===== config.mk =====
export PLATFORM = sky130hd
export DESIGN_NAME = write_buffer_flat
export DESIGN_NICKNAME = d
export VERILOG_FILES = /design/src/rtl/write_buffer_pkg.sv /design/src/rtl/write_buffer_if.sv /design/src/rtl/write_buffer_wb_match.sv /design/src/rtl/write_buffer.sv /design/src/flat_wrapper.sv
export SDC_FILE = /design/constraint.sdc
export NUM_CORES = 1
export LEC_CHECK = 0
export BUFFER_PORTS_ARGS = -buffer_cell sky130_fd_sc_hd__buf_4
export CORE_MARGIN = 2
export CORE_UTILIZATION = 50
export DETAILED_ROUTE_END_ITERATION = 6
export GPL_TIMING_DRIVEN = 1
export PLACE_DENSITY = 0.71
export SLEW_MARGIN = 0
export SYNTH_ARGS = -nofsm -noshare
export SYNTH_HDL_FRONTEND = slang
export SYNTH_SLANG_ARGS = --single-unit

===== constraint.sdc =====
create_clock -name clk -period 8.4 [get_ports clk]
set_input_delay 0.42 -clock clk [delete_from_list [all_inputs] [get_ports clk]]
set_output_delay 0.42 -clock clk [all_outputs]
set_load 0.05 [all_outputs]

===== src/rtl/write_buffer_pkg.sv =====
// -----------------------------------------------------------------------------
// write_buffer_pkg
// Shared cache/write-buffer definitions: default geometry (address width,
// cacheline width, line-offset width, buffer depth), main-memory operation
// codes and a pointer-width helper.
// No ports (package).
// -----------------------------------------------------------------------------
package write_buffer_pkg;

    localparam int unsigned WB_ADDR_WIDTH   = 32;
    localparam int unsigned WB_LINE_WIDTH   = 128;
    localparam int unsigned WB_OFFSET_WIDTH = 4;
    localparam int unsigned WB_DEPTH        = 4;

    // Main-memory operation codes shared with the cache controller.
    typedef enum logic {
        MEM_READ  = 1'b0,
        MEM_WRITE = 1'b1
    } mem_op_e;

    // Pointer width for a power-of-two depth; never narrower than one bit.
    function automatic int unsigned wb_ptr_width(input int unsigned depth);
        return (depth > 1) ? $clog2(depth) : 1;
    endfunction

endpackage


===== src/rtl/write_buffer_if.sv =====
// -----------------------------------------------------------------------------
// write_buffer_if
// Groups the cache write-back port, the cache refill snoop port and the
// main-memory drain handshake of the write buffer.
//   master : cache + memory side (drives wb_*, rd_en/rd_addr, mem_wr_ack)
//   slave  : write buffer side  (drives wb_full, rd_hit/rd_data, mem_wr_*)
// -----------------------------------------------------------------------------
interface write_buffer_if
    import write_buffer_pkg::*;
#(
    parameter int unsigned ADDR_WIDTH = WB_ADDR_WIDTH,
    parameter int unsigned LINE_WIDTH = WB_LINE_WIDTH
) ();

    logic                  wb_en;
    logic [ADDR_WIDTH-1:0] wb_addr;
    logic [LINE_WIDTH-1:0] wb_data;
    logic                  wb_full;

    logic                  rd_en;
    logic [ADDR_WIDTH-1:0] rd_addr;
    logic                  rd_hit;
    logic [LINE_WIDTH-1:0] rd_data;

    logic                  mem_wr_req;
    logic [ADDR_WIDTH-1:0] mem_wr_addr;
    logic [LINE_WIDTH-1:0] mem_wr_data;
    logic                  mem_wr_ack;

    modport master (
        output wb_en, wb_addr, wb_data,
        input  wb_full,
        output rd_en, rd_addr,
        input  rd_hit, rd_data,
        input  mem_wr_req, mem_wr_addr, mem_wr_data,
        output mem_wr_ack
    );

    modport slave (
        input  wb_en, wb_addr, wb_data,
        output wb_full,
        input  rd_en, rd_addr,
        output rd_hit, rd_data,
        output mem_wr_req, mem_wr_addr, mem_wr_data,
        input  mem_wr_ack
    );

endinterface


===== src/rtl/write_buffer_wb_match.sv =====
// -----------------------------------------------------------------------------
// wb_match
// Parallel line-address comparator across all buffer entries. Reports whether
// any valid entry holds the compared line and, if several do, the index of the
// youngest one (furthest from the head in FIFO order).
// Ports:
//   i_valid    per-entry valid mask
//   i_tag      per-entry line address (offset bits already stripped)
//   i_head     FIFO head pointer (oldest entry)
//   i_cmp_tag  line address being looked up
//   o_hit      at least one valid entry matches
//   o_idx      youngest matching entry (head when no hit)
// -----------------------------------------------------------------------------
module wb_match
    import write_buffer_pkg::*;
#(
    parameter int unsigned DEPTH     = WB_DEPTH,
    parameter int unsigned TAG_WIDTH = WB_ADDR_WIDTH - WB_OFFSET_WIDTH,
    parameter int unsigned PTR_W     = wb_ptr_width(WB_DEPTH)
) (
    input  logic [DEPTH-1:0]     i_valid,
    input  logic [TAG_WIDTH-1:0] i_tag [DEPTH],
    input  logic [PTR_W-1:0]     i_head,
    input  logic [TAG_WIDTH-1:0] i_cmp_tag,
    output logic                 o_hit,
    output logic [PTR_W-1:0]     o_idx
);

    logic [DEPTH-1:0] w_match;
    logic [PTR_W-1:0] w_pos [DEPTH];

    always_comb begin
        w_match = '0;
        for (int unsigned i = 0; i < DEPTH; i++) begin
            w_match[i] = i_valid[i] && (i_tag[i] == i_cmp_tag);
        end
    end

    // w_pos[k] is the entry k places after the head; pointer width wraps mod DEPTH.
    always_comb begin
        for (int unsigned k = 0; k < DEPTH; k++) begin
            w_pos[k] = i_head + PTR_W'(k);
        end
    end

    // Walk oldest to youngest so the last match seen wins.
    always_comb begin
        o_hit = 1'b0;
        o_idx = i_head;
        for (int unsigned k = 0; k < DEPTH; k++) begin
            if (w_match[w_pos[k]]) begin
                o_hit = 1'b1;
                o_idx = w_pos[k];
            end
        end
    end

endmodule


===== src/rtl/write_buffer.sv =====
// -----------------------------------------------------------------------------
// write_buffer
// Posted-write buffer between the data cache and main memory. Evicted dirty
// lines are queued in a circular FIFO and drained to memory over a req/ack
// handshake; refill reads are snooped and buffered data is forwarded one
// cycle later (same latency as main memory) so a refill never sees a stale
// line.
// Ports:
//   clk    clock
//   rst_n  asynchronous active-low reset
//   bus    write_buffer_if.slave:
//            wb_en/wb_addr/wb_data -> push, wb_full back-pressure
//            rd_en/rd_addr         -> snoop, rd_hit/rd_data next cycle
//            mem_wr_req/addr/data  -> head entry, popped by mem_wr_ack
// Configuration macro: WB_COALESCE_EN -- a push matching a valid non-head
// entry overwrites that entry's data instead of allocating (also while full).
// -----------------------------------------------------------------------------
module write_buffer
    import write_buffer_pkg::*;
#(
    parameter int unsigned DEPTH        = WB_DEPTH,
    parameter int unsigned ADDR_WIDTH   = WB_ADDR_WIDTH,
    parameter int unsigned LINE_WIDTH   = WB_LINE_WIDTH,
    parameter int unsigned OFFSET_WIDTH = WB_OFFSET_WIDTH
) (
    input  logic          clk,
    input  logic          rst_n,
    write_buffer_if.slave bus
);

    localparam int unsigned PTR_W = wb_ptr_width(DEPTH);
    localparam int unsigned CNT_W = PTR_W + 1;
    localparam int unsigned TAG_W = ADDR_WIDTH - OFFSET_WIDTH;

    logic [DEPTH-1:0]      r_valid;
    logic [TAG_W-1:0]      r_tag  [DEPTH];
    logic [LINE_WIDTH-1:0] r_data [DEPTH];
    logic [PTR_W-1:0]      r_head;
    logic [PTR_W-1:0]      r_tail;
    logic [CNT_W-1:0]      r_count;
    logic                  r_rd_hit;
    logic [LINE_WIDTH-1:0] r_rd_data;

    logic [TAG_W-1:0]      w_wb_tag;
    logic [TAG_W-1:0]      w_rd_tag;
    logic                  w_full;
    logic                  w_req;
    logic                  w_pop;
    logic                  w_alloc;
    logic                  w_coal;
    logic [PTR_W-1:0]      w_coal_idx;
    logic                  w_push_any;
    logic                  w_fwd_hit;
    logic [PTR_W-1:0]      w_fwd_idx;
    logic                  w_rd_hit_nxt;
    logic [LINE_WIDTH-1:0] w_rd_data_nxt;
    logic                  w_unused_offsets;

    assign w_wb_tag = bus.wb_addr[ADDR_WIDTH-1:OFFSET_WIDTH];
    assign w_rd_tag = bus.rd_addr[ADDR_WIDTH-1:OFFSET_WIDTH];
    assign w_unused_offsets = ^{bus.wb_addr[OFFSET_WIDTH-1:0], bus.rd_addr[OFFSET_WIDTH-1:0]};

    // Full is decoded from registered count only, so a same-cycle pop never
    // frees a slot for that cycle's push.
    assign w_full = (r_count == CNT_W'(DEPTH));
    assign w_req  = (r_count != '0);
    assign w_pop  = bus.mem_wr_ack && w_req;

`ifdef WB_COALESCE_EN
    // The head is locked while presented to memory, so it is excluded.
    logic [DEPTH-1:0] w_coal_valid;
    logic             w_coal_hit;

    always_comb begin
        w_coal_valid         = r_valid;
        w_coal_valid[r_head] = 1'b0;
    end

    wb_match #(
        .DEPTH    (DEPTH),
        .TAG_WIDTH(TAG_W),
        .PTR_W    (PTR_W)
    ) u_coal_match (
        .i_valid  (w_coal_valid),
        .i_tag    (r_tag),
        .i_head   (r_head),
        .i_cmp_tag(w_wb_tag),
        .o_hit    (w_coal_hit),
        .o_idx    (w_coal_idx)
    );

    assign w_coal = bus.wb_en && w_coal_hit;
`else
    assign w_coal     = 1'b0;
    assign w_coal_idx = '0;
`endif

    assign w_alloc    = bus.wb_en && !w_full && !w_coal;
    assign w_push_any = w_alloc || w_coal;

    wb_match #(
        .DEPTH    (DEPTH),
        .TAG_WIDTH(TAG_W),
        .PTR_W    (PTR_W)
    ) u_fwd_match (
        .i_valid  (r_valid),
        .i_tag    (r_tag),
        .i_head   (r_head),
        .i_cmp_tag(w_rd_tag),
        .o_hit    (w_fwd_hit),
        .o_idx    (w_fwd_idx)
    );

    // Push in flight beats stored entries; stored entries are read before any
    // same-cycle pop, so a line leaving the head still forwards.
    always_comb begin
        w_rd_hit_nxt  = 1'b0;
        w_rd_data_nxt = '0;
        if (bus.rd_en) begin
            if (w_push_any && (w_wb_tag == w_rd_tag)) begin
                w_rd_hit_nxt  = 1'b1;
                w_rd_data_nxt = bus.wb_data;
            end else if (w_fwd_hit) begin
                w_rd_hit_nxt  = 1'b1;
                w_rd_data_nxt = r_data[w_fwd_idx];
            end
        end
    end

    always_ff @(posedge clk or negedge rst_n) begin
        if (!rst_n) begin
            r_valid   <= '0;
            r_head    <= '0;
            r_tail    <= '0;
            r_count   <= '0;
            r_rd_hit  <= 1'b0;
            r_rd_data <= '0;
        end else begin
            if (w_pop) begin
                r_valid[r_head] <= 1'b0;
                r_head          <= r_head + PTR_W'(1);
            end
            if (w_alloc) begin
                r_valid[r_tail] <= 1'b1;
                r_tail          <= r_tail + PTR_W'(1);
            end
            case ({w_alloc, w_pop})
                2'b10:   r_count <= r_count + CNT_W'(1);
                2'b01:   r_count <= r_count - CNT_W'(1);
                default: r_count <= r_count;
            endcase
            r_rd_hit  <= w_rd_hit_nxt;
            r_rd_data <= w_rd_data_nxt;
        end
    end

    // Entry payload needs no reset: r_valid and the gated outputs hide it.
    always_ff @(posedge clk) begin
        if (w_alloc) begin
            r_tag[r_tail]  <= w_wb_tag;
            r_data[r_tail] <= bus.wb_data;
        end
        if (w_coal) begin
            r_data[w_coal_idx] <= bus.wb_data;
        end
    end

    assign bus.wb_full     = w_full;
    assign bus.mem_wr_req  = w_req;
    assign bus.mem_wr_addr = w_req ? {r_tag[r_head], {OFFSET_WIDTH{1'b0}}} : '0;
    assign bus.mem_wr_data = w_req ? r_data[r_head] : '0;
    assign bus.rd_hit      = r_rd_hit;
    assign bus.rd_data     = r_rd_data;

endmodule


===== src/flat_wrapper.sv =====
// flat-port wrapper written by rule: the top's interface ports become plain ports
module write_buffer_flat import write_buffer_pkg::*;
#(
    parameter int unsigned DEPTH        = WB_DEPTH,
    parameter int unsigned ADDR_WIDTH   = WB_ADDR_WIDTH,
    parameter int unsigned LINE_WIDTH   = WB_LINE_WIDTH,
    parameter int unsigned OFFSET_WIDTH = WB_OFFSET_WIDTH
)
  (clk, rst_n, bus_wb_en, bus_wb_addr, bus_wb_data, bus_wb_full, bus_rd_en, bus_rd_addr, bus_rd_hit, bus_rd_data, bus_mem_wr_req, bus_mem_wr_addr, bus_mem_wr_data, bus_mem_wr_ack);
  write_buffer_if #(.ADDR_WIDTH(ADDR_WIDTH), .LINE_WIDTH(LINE_WIDTH)) bus_i ();
  input  logic clk;
  input  logic rst_n;
  input wire logic [$bits(bus_i.wb_en)-1:0] bus_wb_en;
  input wire logic [$bits(bus_i.wb_addr)-1:0] bus_wb_addr;
  input wire logic [$bits(bus_i.wb_data)-1:0] bus_wb_data;
  output wire logic [$bits(bus_i.wb_full)-1:0] bus_wb_full;
  input wire logic [$bits(bus_i.rd_en)-1:0] bus_rd_en;
  input wire logic [$bits(bus_i.rd_addr)-1:0] bus_rd_addr;
  output wire logic [$bits(bus_i.rd_hit)-1:0] bus_rd_hit;
  output wire logic [$bits(bus_i.rd_data)-1:0] bus_rd_data;
  output wire logic [$bits(bus_i.mem_wr_req)-1:0] bus_mem_wr_req;
  output wire logic [$bits(bus_i.mem_wr_addr)-1:0] bus_mem_wr_addr;
  output wire logic [$bits(bus_i.mem_wr_data)-1:0] bus_mem_wr_data;
  input wire logic [$bits(bus_i.mem_wr_ack)-1:0] bus_mem_wr_ack;
  assign bus_i.wb_en = bus_wb_en;
  assign bus_i.wb_addr = bus_wb_addr;
  assign bus_i.wb_data = bus_wb_data;
  assign bus_wb_full = bus_i.wb_full;
  assign bus_i.rd_en = bus_rd_en;
  assign bus_i.rd_addr = bus_rd_addr;
  assign bus_rd_hit = bus_i.rd_hit;
  assign bus_rd_data = bus_i.rd_data;
  assign bus_mem_wr_req = bus_i.mem_wr_req;
  assign bus_mem_wr_addr = bus_i.mem_wr_addr;
  assign bus_mem_wr_data = bus_i.mem_wr_data;
  assign bus_i.mem_wr_ack = bus_mem_wr_ack;
  write_buffer #(.DEPTH(DEPTH), .ADDR_WIDTH(ADDR_WIDTH), .LINE_WIDTH(LINE_WIDTH), .OFFSET_WIDTH(OFFSET_WIDTH)) u_core (.clk(clk), .rst_n(rst_n), .bus(bus_i));
endmodule

After elaboration in Yosys (flattened, before gate mapping)

Memories as Yosys holds them, arrays and structs flattened.
Index checks and enable logic that the tools add are counted.

Bits in registers: 252
RAM bits: 512
Input port bits: 197
Output and inout bits: 291
Logic and storage cells: 91
Memories: 1

$add $sub $neg: 6
$lt $le $gt $ge: 10
Eq/ne operators: 8
Muxes and demuxes: 38
Bitwise logic cells: 5
Reductions and logical operators: 13

Memory list:

| memory        | depth | bits a word | rd ports | clocked after memory_dff | write ports | line               | text |
|---|---|---|---|---|---|---|---|
| u_core.r_data | 4     | 128         | 2        | 0                        | 1           | write_buffer.sv:37 | `logic [LINE_WIDTH-1:0] r_data [DEPTH];` |

Operators with widths:

| cell                                                               | number |
|---|---|
| two-way mux 128 bit                                                | 4 |
| equality test 28 bit                                               | 5 |
| bitwise mux 112 bit                                                | 1 |
| two-way mux 28 bit                                                 | 3 |
| binary-select mux 28 bit (select 2 bit)                            | 1 |
| demux 28 bit (select 2 bit)                                        | 1 |
| two-way mux 32 bit                                                 | 1 |
| less-than comparator 2 x 3 -> 1 bit (second input constant)        | 5 |
| two-way mux 1 bit                                                  | 15 |
| logical AND 1 bit                                                  | 10 |
| binary-select mux 1 bit (select 2 bit)                             | 4 |
| two-way mux 4 bit                                                  | 2 |
| greater-or-equal comparator 3 bit (second input constant)          | 2 |
| two-way mux 2 bit                                                  | 3 |
| NOT 2 -> 3 bit                                                     | 2 |
| one-hot mux 3 bit (2 select lines)                                 | 1 |
| adder 2 x 1 -> 2 bit (second input constant)                       | 2 |
| adder 2 bit (second input constant)                                | 2 |
| AND 4 bit                                                          | 1 |
| demux 1 bit (select 2 bit)                                         | 2 |
| greater-or-equal comparator 2 x 1 -> 1 bit (second input constant) | 2 |
| NOT 4 bit                                                          | 1 |
| OR 4 bit                                                           | 1 |
| adder 3 x 1 -> 3 bit (second input constant)                       | 1 |
| 8 further kinds                                                    | 8 |

Logic depth before layout (Yosys ltp)

Gate-level depths: netlist of the first run.

Depth in word-level cells: 11
Gate-level depth with buffers: 13
Depth with buffers taken out: 10

Hierarchy

A second synthesis of the first run with hierarchy kept.

Cells, all modules: 1979
Area, all modules: 34643.2 um^2

Modules (own cells, without submodules):

| module       | instances | cells an instance | area each (um^2) | sequential area each (um^2) |
|---|---|---|---|---|
| write_buffer | 1         | 1802              | 33251.9          | 22241.3 |
| wb_match     | 1         | 177               | 1391.3           | 0.0 |

Worst setup path before layout of the first run

No wires, ideal clock.

Path type: register -> register
Start point: register u_core.r_count[0]
End point: memory u_core.r_data[0][0] (netlist name) (enable)
Library setup time: 535 ps
Data arrival time: 4786 ps
Data required time: 7865 ps
Path slack: 3079 ps
Stages on the path, launching flop included: 6
Buffers on the path: 1
Period minus slack after synthesis: 5321 ps
Cells stage by stage: dfrtp_1 inv_1 and3_1 nor2b_1 clkbuf_1 and2_1

Word-level cells in the longest chain between the ends: 5

RTL lines:

| what                                    | line                | text |
|---|---|---|
| start: declaration                      | write_buffer.sv:40  | `logic [CNT_W-1:0] r_count;` |
| start signal: assignment                | write_buffer.sv:148 | `2'b10: r_count <= r_count + CNT_W'(1);` |
| start signal: assignment                | write_buffer.sv:149 | `2'b01: r_count <= r_count - CNT_W'(1);` |
| start signal: assignment                | write_buffer.sv:150 | `default: r_count <= r_count;` |
| equality test 3 bit                     | write_buffer.sv:65  | `assign w_full = (r_count == CNT_W'(DEPTH));` |
| net bus_wb_full                         | flat_wrapper.sv:16  | `output wire logic [$bits(bus_i.wb_full)-1:0] bus_wb_full;` |
| zero test 1 bit                         | write_buffer.sv:98  | `assign w_alloc = bus.wb_en && !w_full && !w_coal;` |
| logical AND 1 bit                       | write_buffer.sv:98  |  |
| two-way mux 1 bit                       | write_buffer.sv:159 | `if (w_alloc) begin` |
| two-way mux 1 bit (not written as such) | write_buffer.sv:161 | `r_data[r_tail] <= bus.wb_data;` |
| end: declaration                        | write_buffer.sv:37  |  |

The timed path passes the listed nets, and every way through them passes these cells.

Final worst setup path of the first run

Start point: register u_core.r_tag[38] (netlist name)
End point: register u_core.r_rd_data[38], in the netlist u_core.bus.rd_data[38]

Word-level cells in the longest chain between the ends: 11
Elaborated cells between the ends (all ways): 21
Those cells by class: eq/ne: 1; mux: 18; reduce/logical: 1; memory: 1

RTL lines:

| what                                                                        | line                        | text |
|---|---|---|
| start: declaration                                                          | write_buffer.sv:36          | `logic [TAG_W-1:0] r_tag [DEPTH];` |
| start signal: indexed assignment                                            | write_buffer.sv:160         | `r_tag[r_tail] <= w_wb_tag;` |
| equality test 28 bit *                                                      | write_buffer_wb_match.sv:35 | `w_match[i] = i_valid[i] && (i_tag[i] == i_cmp_tag);` |
| logical AND 1 bit *                                                         | write_buffer_wb_match.sv:35 |  |
| binary-select mux 1 bit (select 2 bit)                                      | write_buffer_wb_match.sv:51 | `if (w_match[w_pos[k]]) begin` |
| two-way mux 1 bit (not written as such)                                     | write_buffer_wb_match.sv:51 |  |
| two-way mux 2 bit / two-way mux 1 bit (equally long branches) (3 in series) | write_buffer_wb_match.sv:51 |  |
| memory (4 x 128 bit) / two-way mux 1 bit (equally long branches)            | --                          |  |
| two-way mux 128 bit *                                                       | write_buffer.sv:123         | `end else if (w_fwd_hit) begin` |
| two-way mux 128 bit *                                                       | write_buffer.sv:120         | `if (w_push_any && (w_wb_tag == w_rd_tag)) begin` |
| two-way mux 128 bit *                                                       | write_buffer.sv:119         | `if (bus.rd_en) begin` |
| net u_core.w_rd_data_nxt[38]                                                | write_buffer.sv:56          | `logic [LINE_WIDTH-1:0] w_rd_data_nxt;` |
| end signal: assignment                                                      | write_buffer.sv:153         | `r_rd_data <= w_rd_data_nxt;` |
| end: declaration                                                            | write_buffer.sv:42          | `logic [LINE_WIDTH-1:0] r_rd_data;` |

The timed path passes the listed nets; every way through them passes the cells marked *. The select of a mux whose other input is x is not followed.
A chain may end at the register's enable or synchronous reset.

==> results of run 1 <==
-- timing repair --
action                    in CTS  in global routing
hold buffers                 154                  0
gates resized for setup        0                  0
hold endpoints to repair     666                  0
-- worst reg2reg max path, cell delays in order, from the launching register on --
cell                       delay (ns)
sky130_fd_sc_hd__edfxtp_1        0.40
sky130_fd_sc_hd__xnor2_1         0.38
sky130_fd_sc_hd__nand4_1         0.25
sky130_fd_sc_hd__or4_4           0.60
sky130_fd_sc_hd__or3_4           0.42
sky130_fd_sc_hd__mux2_2          0.27
sky130_fd_sc_hd__o21a_1          0.20
sky130_fd_sc_hd__o211ai_4        0.16
sky130_fd_sc_hd__nand2b_4        0.80
sky130_fd_sc_hd__buf_4           0.80
sky130_fd_sc_hd__o221ai_1        0.27
-- sequential cells by signal, summed over array words and instances (netlist names) --
signal	flops
u_core.bus.rd_data	128
u_core.bus.rd_hit	1
u_core.r_count	3
u_core.r_data	512
u_core.r_head	2
u_core.r_tag	112
u_core.r_tail	2
u_core.r_valid	4
-- cell usage in the layout (no fill, tap or decap), types with 19 or more instances in the layout --
master                          count
sky130_fd_sc_hd__dlygate4sd3_1    154
sky130_fd_sc_hd__mux4_2           156
sky130_fd_sc_hd__edfxtp_1         624
sky130_fd_sc_hd__buf_4            491
sky130_fd_sc_hd__xor2_1            45
sky130_fd_sc_hd__dfrtp_1          138
sky130_fd_sc_hd__xnor2_1          100
sky130_fd_sc_hd__o221ai_1          99
sky130_fd_sc_hd__a22o_1            19
sky130_fd_sc_hd__clkbuf_1          25
sky130_fd_sc_hd__and2_1           158
sky130_fd_sc_hd__mux2i_1          277
sky130_fd_sc_hd__nand4_1           40
sky130_fd_sc_hd__clkbuf_16         82
sky130_fd_sc_hd__nand2_1          129
-- per-layer routing --
layer / up-vias / routed length [um] / track usage [%]
met1: 11020 / 38420 / 34.89
met4: 10 / 2783 / 8.749
li1: 9210 / - / -
met3: 173 / 7486 / 6.823
met5: - / 69 / 0
met2: 851 / 46290 / 44.15
-- stage by stage --
| stage | area, um2 | hold WS (ns) | utilization, % |
|---|---|---|---|
| 2_1_floorplan | 34140 | 0.1244 | - |
| 3_3_place_gp | 38370 | 0.4442 | 56.93 |
| 3_5_place_dp | 38370 | 0.4405 | 56.93 |
| 4_1_cts | 42720 | 0.007601 | 63.39 |
| 5_1_grt | 42730 | 0.008627 | 63.40 |
| 6_report | 42730 | 0.03935 | 63.40 |
-- power groups by stage --
stage	clock network [uW]	logic, uW	registers (uW)
3_5_place_dp	0	7030	5260
6_report	3760	7070	5190
3_3_place_gp	0	7000	5200
4_1_cts	3800	7110	5190
5_1_grt	3940	7390	5250
2_1_floorplan	0	5040	5170
-- cells by family (layout without fill, tap and decap cells) --
family                     after synthesis  count (layout)  synth area share [%]
adders and majority gates               10              10                0.3886
xor gates and xnor gates               145             145                 3.721
buffers and inverters                  167             814                 2.236
DFF                                    764             764                 65.17
other                                    1               7               0.01099
muxes                                  434             434                 18.45
AOI/OAI and AO/OA                      150             150                 3.938
and+or+nand+nor                        389             389                 6.082
-- layout make-up --
cell class                      instances  share of cell area, %
Tap cell                              873                  2.556
Inverter                               11                0.09663
Timing Repair Buffer                  651                  12.49
Clock buffer                          110                  5.118
Multi-Input combinational cell       1132                  26.19
Clock inverter                         42                  1.458
Sequential cell                       764                  52.07
Antenna cell                            3                0.01757
-- final timing paths --
check                           slack (ns)                endpoint              start
worst max-delay path                  3.65  u_core.bus.rd_data[38]   u_core.r_tag[38]
worst min-delay path                  0.04         u_core.r_tag[3]     bus_wb_addr[7]
worst max register to register        3.65  u_core.bus.rd_data[38]   u_core.r_tag[38]
worst min register to register        0.51       u_core.r_count[2]  u_core.r_count[2]
max in group asynchronous             6.75        u_core.r_head[0]              rst_n
min in group asynchronous             0.34  u_core.bus.rd_data[62]              rst_n
==> key figures, run 1 <==
Clocking
  • CTS tree: built
  • # clock sinks: 764
  • Clock slew seen by the registers of the worst setup and hold paths: 0.06 ns
  • H-Tree Depth: 3
  • Worst-Skew Late Latency: 0.64 ns
  • Clk root buf: sky130_fd_sc_hd__clkbuf_16
  • Post-CTS setup buffer count: 0
  • Clock buffer depth: 3
  • Total CTS buffers: 82

STA
  • Worst-case setup margin in the final layout: 3.651 ns
  • Slew of the pin with the lowest slew margin: 1.132 ns
  • Max-Slew Margin vs Limit: 24.54%
  • Fin crit share: 56.53%
  • Post-Route Setup TNS: 0 ns
  • Peak clock frequency supported by timing: 210.6 MHz
  • Final worst path period need: 4.749 ns
  • Number of endpoints failing setup at the final stage: 0
  • Slew Viols, Final: 0
  • Hold Vio Cnt, Final: 0
  • Unrepaired setup endpoints after global routing: false
  • Fin Clk Skew: 0.02863 ns

Worst hold path
  • Hold path depth: 1
  • Kind of path behind the tightest hold check: primary input to register

Synthesis
  • Cell count after synthesis: 2060
  • Dominant cell by count in the synthesized netlist: sky130_fd_sc_hd__edfxtp_1
  • Number of enable-type register cells in the synthesized netlist: 624
  • Most instantiated cells after synthesis: 624 x sky130_fd_sc_hd__edfxtp_1, 277 x sky130_fd_sc_hd__mux2i_1, 162 x sky130_fd_sc_hd__and2_1, 156 x sky130_fd_sc_hd__mux4_2, 140 x sky130_fd_sc_hd__dfrtp_1
  • Post-synthesis average cell area: 16.57 um2
  • Area share of the largest cell type after synthesis: 54.91%
  • Commonest register cell after synthesis: sky130_fd_sc_hd__edfxtp_1
  • Cell taking the most area after synthesis: sky130_fd_sc_hd__edfxtp_1
  • #FFs+latches synth: 764
  • Leading cell types by total area after synthesis: sky130_fd_sc_hd__edfxtp_1 55%, sky130_fd_sc_hd__mux4_2 10%, sky130_fd_sc_hd__dfrtp_1 10%
  • Share of synthesized flip-flops with an asynchronous set or reset: 18.32%
  • Post-synthesis sequential area ratio: 65.17%
  • Library cells used by synthesis: 49
  • Count of warnings emitted by yosys: 0
  • Combined area of all synthesized cells: 0.03413 mm2

Worst setup path
  • Length in cells of the worst reg-to-reg path: 10
  • Dominant delay contributor by cell family on the critical path: simple AND/OR/NAND/NOR gates
  • Critical path buffers and inverters: 1
  • Highest cell delay on the worst timing path: 0.80 ns
  • Cell Chain, Critical Path: xnor2_1 > nand4_1 > or4_4 > or3_4 > mux2_2 > o21a_1 > o211ai_4 > nand2b_4 > buf_4 > o221ai_1
  • Peak fanout along the critical path: 60
  • Stages on worst setup path: 10
  • Worst Path Arrival: 5.20 ns
  • Kind of launch point of the worst setup path: register
  • Kind of critical path: register to register
  • Slowest cell on the critical path: sky130_fd_sc_hd__nand2b_4
  • Required time at the endpoint of the critical path: 8.85 ns
  • Endpoint class of the critical path: register

Floorplan
  • Die Wd: 265.3 um
  • I/O pin count: 488
  • Initial core utilization: 50.64%
  • Row count: 95
  • Vertical die dimension: 265.3 um
  • Area of the core: 0.06740 mm2
  • Die Footprint: 0.07036 mm2

Placed design
  • Inst Count DP: 3277
  • HPWL Detailed: 56.48 mm
  • Count of port buffers added during placement: 475
  • Post-Place Worst Slack: 3.467 ns
  • Weighted congestion reported at the end of routability-driven placement: 0.8953

Flow run
  • Number of violations of the max-capacitance limit: 0

Routing
  • Post-route DRC: 0
  • First-pass iteration count of the detailed router: 5
  • Post-Route WL: 95.05 mm
  • Remaining number of nets flagged by the antenna check after routing: 0
  • Via density: 5.929
  • Count of vias placed by the detailed router: 21260
  • Average wire length per cell after detail routing: 26.51 um
  • Starting DRC count in detailed routing: 1717

Global route
  • Final global-route overflow total: 0
  • Antenna violations before repair: 8
  • Via count of the first global-routing pass: 22520
  • Global routing usage summed across all routing layers: 26.75%
  • Global-route wire length before repair: 140.1 mm
  • Maximum number of pins on one net before global-route repair: 141

Power and ir drop
  • Internal power: 9627 uW
  • Switching power: 6389 uW
  • Leakage: 0.01610 uW
  • Final total power: 16020 uW
  • Total power per unit cell area: 374.8 mW/mm2
  • Fraction of power consumed by sequential logic: 32.4%
  • Clock power frac: 23.5%
  • Combinational group share of total power: 44.1%
  • Maximum resistive drop on vdd: 0.0004863 V
  • Switching share of power: 39.89%

Layout
  • Number of nets at the end of the flow: 2849
  • Area used by sequential logic in the layout: 0.02225 mm2
  • Share of post-route cells with drive strength above 1: 29.48%
  • Area added between synthesis and finish: 25.21%
  • Final instance count without filler cells: 3586
  • Count of fill cells added during filler insertion: 4810
  • Area of the multi-input gates: 0.01119 mm2

Run status
  • Status: completed
Power figures use the tool's default switching activity.
==> run 2: changes to the inputs <==
Settings changed: PLACE_DENSITY 0.71 to 0.74.
Clock period 8.4 ns to 4 ns, I/O delays scaled along.
==> run 2 against run 1 <==
Routed wire length grew 1.4%. Flip-flop and latch count is the same. Power rose by 110%. Non-clock buffer count rose by 23. Sequential power up 110%. Cell area increased by 0.72%. Critical path depth grew 1. Clock power up 100%.
==> key figures, run 2 (synthesis results as in run 1) <==
Worst hold path
  • Kind of path behind the tightest hold check: primary input to register
  • Hold path depth: 3 (+2)
  • Hold path startpoint: bus_mem_wr_ack
  • End of the worst hold path: u_core.r_head[0]

Placed design
  • Weighted congestion reported at the end of routability-driven placement: 0.9000 (+0.52%)
  • Placement Cell Area: 0.03870 mm2 (+0.86%)
  • HPWL Detailed: 58.39 mm (+3.4%)
  • Count of port buffers added during placement: 475 (unchanged)
  • Inst Count DP: 3296 (+0.58%)

Run status
  • Status: completed

STA
  • Unrepaired setup endpoints after global routing: false
  • Fin Clk Skew: 0.03263 ns (+0.003995 ns)
  • Slew Viols, Final: 0 (unchanged)
  • Post-Route Setup TNS: 0 ns (unchanged)
  • Final worst path period need: 3.668 ns (-1.080 ns)
  • Fin crit share: 91.71% (+35 points)
  • Worst hold margin: 0.1517 ns (+0.1123 ns)
  • Hold Vio Cnt, Final: 0 (unchanged)
  • Number of endpoints failing setup at the final stage: 0 (unchanged)
  • Max-Slew Margin vs Limit: 31.46% (+6.9 points)
  • Peak clock frequency supported by timing: 272.6 MHz (+29%)
  • Slew of the pin with the lowest slew margin: 1.028 ns (-0.1039 ns)

Worst setup path
  • Peak fanout along the critical path: 42 (-30%)
  • Kind of launch point of the worst setup path: register
  • Required time at the endpoint of the critical path: 4.48 ns (-4.37 ns)
  • Capture point of the worst reg-to-reg path: u_core.bus.rd_data[40]
  • Reg2reg start: u_core.r_tag[38]
  • Slack of the worst reg-to-reg path: 0.33 ns (-3.32 ns)
  • Worst Path Arrival: 4.15 ns (-1.05 ns)
  • Launching instance or port of the critical path: u_core.r_tag[38]
  • Endpoint class of the critical path: register
  • Kind of critical path: register to register
  • Length in cells of the worst reg-to-reg path: 11 (+1)

Routing
  • Via density: 6.015 (+1.4%)
  • Starting DRC count in detailed routing: 2129 (+24%)
  • Post-route DRC: 0 (unchanged)
  • First-pass iteration count of the detailed router: 6 (+1)
  • Average wire length per cell after detail routing: 26.73 um (+0.85%)
  • Count of vias placed by the detailed router: 21690 (+2.0%)
  • Post-Route WL: 96.37 mm (+1.4%)
  • Remaining number of nets flagged by the antenna check after routing: 0 (unchanged)

Clocking
  • H-Tree Depth: 3 (unchanged)
  • Total CTS buffers: 80 (-2.4%)
  • Clock buffer depth: 3 (unchanged)
  • Clock slew seen by the registers of the worst setup and hold paths: 0.06 ns (about the same)
  • Cts-stage hold buffer count: 158 (+2.6%)
  • # clock sinks: 764 (unchanged)
  • CTS tree: built
  • Number of gates resized after CTS: 0 (unchanged)
  • Post-CTS setup buffer count: 0 (unchanged)
  • Worst-Skew Late Latency: 0.64 ns (about the same)
  • Clk root buf: sky130_fd_sc_hd__clkbuf_16

Global route
  • Via count of the first global-routing pass: 22920 (+1.8%)
  • Maximum number of pins on one net before global-route repair: 143 (+1.4%)
  • Global routing usage summed across all routing layers: 27.26% (+0.51 points)
  • Final global-route overflow total: 0 (unchanged)
  • Antenna violations before repair: 4 (-4)
  • Global-route wire length before repair: 143.0 mm (+2.1%)

Power and ir drop
  • Leakage: 0.01624 uW (+0.89%)
  • Switching power: 13510 uW (+110%)
  • Fraction of power consumed by sequential logic: 32.1% (-0.3 points)
  • Clock power frac: 22.9% (-0.6 points)
  • Internal power: 20120 uW (+110%)
  • Switching share of power: 40.17% (+0.28 points)
  • Maximum resistive drop on vdd: 0.0007455 V (+53%)
  • Total power per unit cell area: 781.5 mW/mm2 (+110%)
  • Combinational group share of total power: 45.1% (+1.0 points)

Floorplan
  • Die Wd: 265.3 um (unchanged)
  • Row count: 95 (unchanged)
  • Die Footprint: 0.07036 mm2 (unchanged)
  • Area of the core: 0.06740 mm2 (unchanged)
  • Initial core utilization: 50.64% (unchanged)
  • I/O pin count: 488 (unchanged)
  • Vertical die dimension: 265.3 um (unchanged)

Layout
  • Area added between synthesis and finish: 26.10%
  • Number of nets at the end of the flow: 2870 (+0.74%)
  • Final instance count without filler cells: 3605 (+0.53%)
  • Most flop-heavy register: u_core.r_data
  • Share of post-route cells with drive strength above 1: 30.05% (+0.56 points)
  • Commonest cells after routing, fill and taps aside: 624 x sky130_fd_sc_hd__edfxtp_1, 495 x sky130_fd_sc_hd__buf_4, 277 x sky130_fd_sc_hd__mux2i_1, 158 x sky130_fd_sc_hd__and2_1, 158 x sky130_fd_sc_hd__dlygate4sd3_1
  • Post-route cell area: 0.04304 mm2 (+0.72%)
  • Number of flip-flops in the largest register: 512 (unchanged)
  • Most common library cell in the layout ignoring fill and taps: sky130_fd_sc_hd__edfxtp_1

Flow run
  • Number of violations of the max-capacitance limit: 0 (unchanged)
-- run 2: cell count changes in the layout (fill, tap and decap cells not counted), sizes merged --
cell         before  now
buf             497  516
bufinv           13    9
dlygate4sd3     154  158
inv              13   12
clkinv           25   26
clkbuf          110  108
clkinvlp          2    4
-- run 2: area by class of cell --
class                           count  area (um2)
Clock inverter                     40       528.0
Sequential cell                   764       22250
Antenna cell                        3       7.507
Clock buffer                      108        2218
Tap cell                          873        1092
Fill cell                        4680       24360
Multi-Input combinational cell   1132       11190
Timing Repair Buffer              674        5709
Inverter                           11       41.29
-- run 2: through the flow --
stage          setup WS, ns  total power [uW]  utilization (%)
6_report             0.3316             33630            63.86
5_1_grt             0.07723             34800            63.85
4_1_cts              0.1856             33800            63.84
3_5_place_dp         0.3982             25980            57.42
3_3_place_gp         0.4525             25740            57.42
2_1_floorplan        0.4230             21320                -
-- run 2: power by group through the flow --
stage	clock network, uW	registers [uW]	logic [uW]
after floorplan	0	10700	10600
after global placement	0	10800	15000
after CTS	7790	10800	15300
after detailed placement	0	10900	15100
final	7690	10800	15200
after global routing	8080	10900	15800
-- run 2: how the worst max path moves through the flow --
stage | end | slack [ns] | depth (start not counted)
after detailed placement | u_core.bus.rd_data[37] | 0.40 | 11
after CTS | bus_mem_wr_data[12] | 0.19 | 5
after global placement | u_core.bus.rd_data[79] | 0.45 | 10
after floorplan | u_core.r_data[0][0] | 0.42 | 5
after global routing | bus_mem_wr_data[14] | 0.08 | 5
final | u_core.bus.rd_data[40] | 0.33 | 11
-- run 2: routing by layer --
metal	wire (um)	up-vias	global-route usage (%)	share of wire (%)
li1	-	9267	-	-
met1	38260	11190	35.71	40
met2	47750	1024	45.60	50
met3	7172	203	5.582	7.4
met4	3159	4	9.528	3.3
met5	27	-	0	0.028
-- run 2: critical path, stage by stage (launching register included) --
cell and delay (ns):
sky130_fd_sc_hd__edfxtp_1 0.40, sky130_fd_sc_hd__xnor2_1 0.35, sky130_fd_sc_hd__nand4_1 0.19, sky130_fd_sc_hd__or4_4 0.58
sky130_fd_sc_hd__o31ai_1 0.31, sky130_fd_sc_hd__o31ai_1 0.14, sky130_fd_sc_hd__a22oi_2 0.26, sky130_fd_sc_hd__buf_12 0.23
sky130_fd_sc_hd__buf_12 0.31, sky130_fd_sc_hd__buf_4 0.32, sky130_fd_sc_hd__mux2i_1 0.22, sky130_fd_sc_hd__o221ai_1 0.15
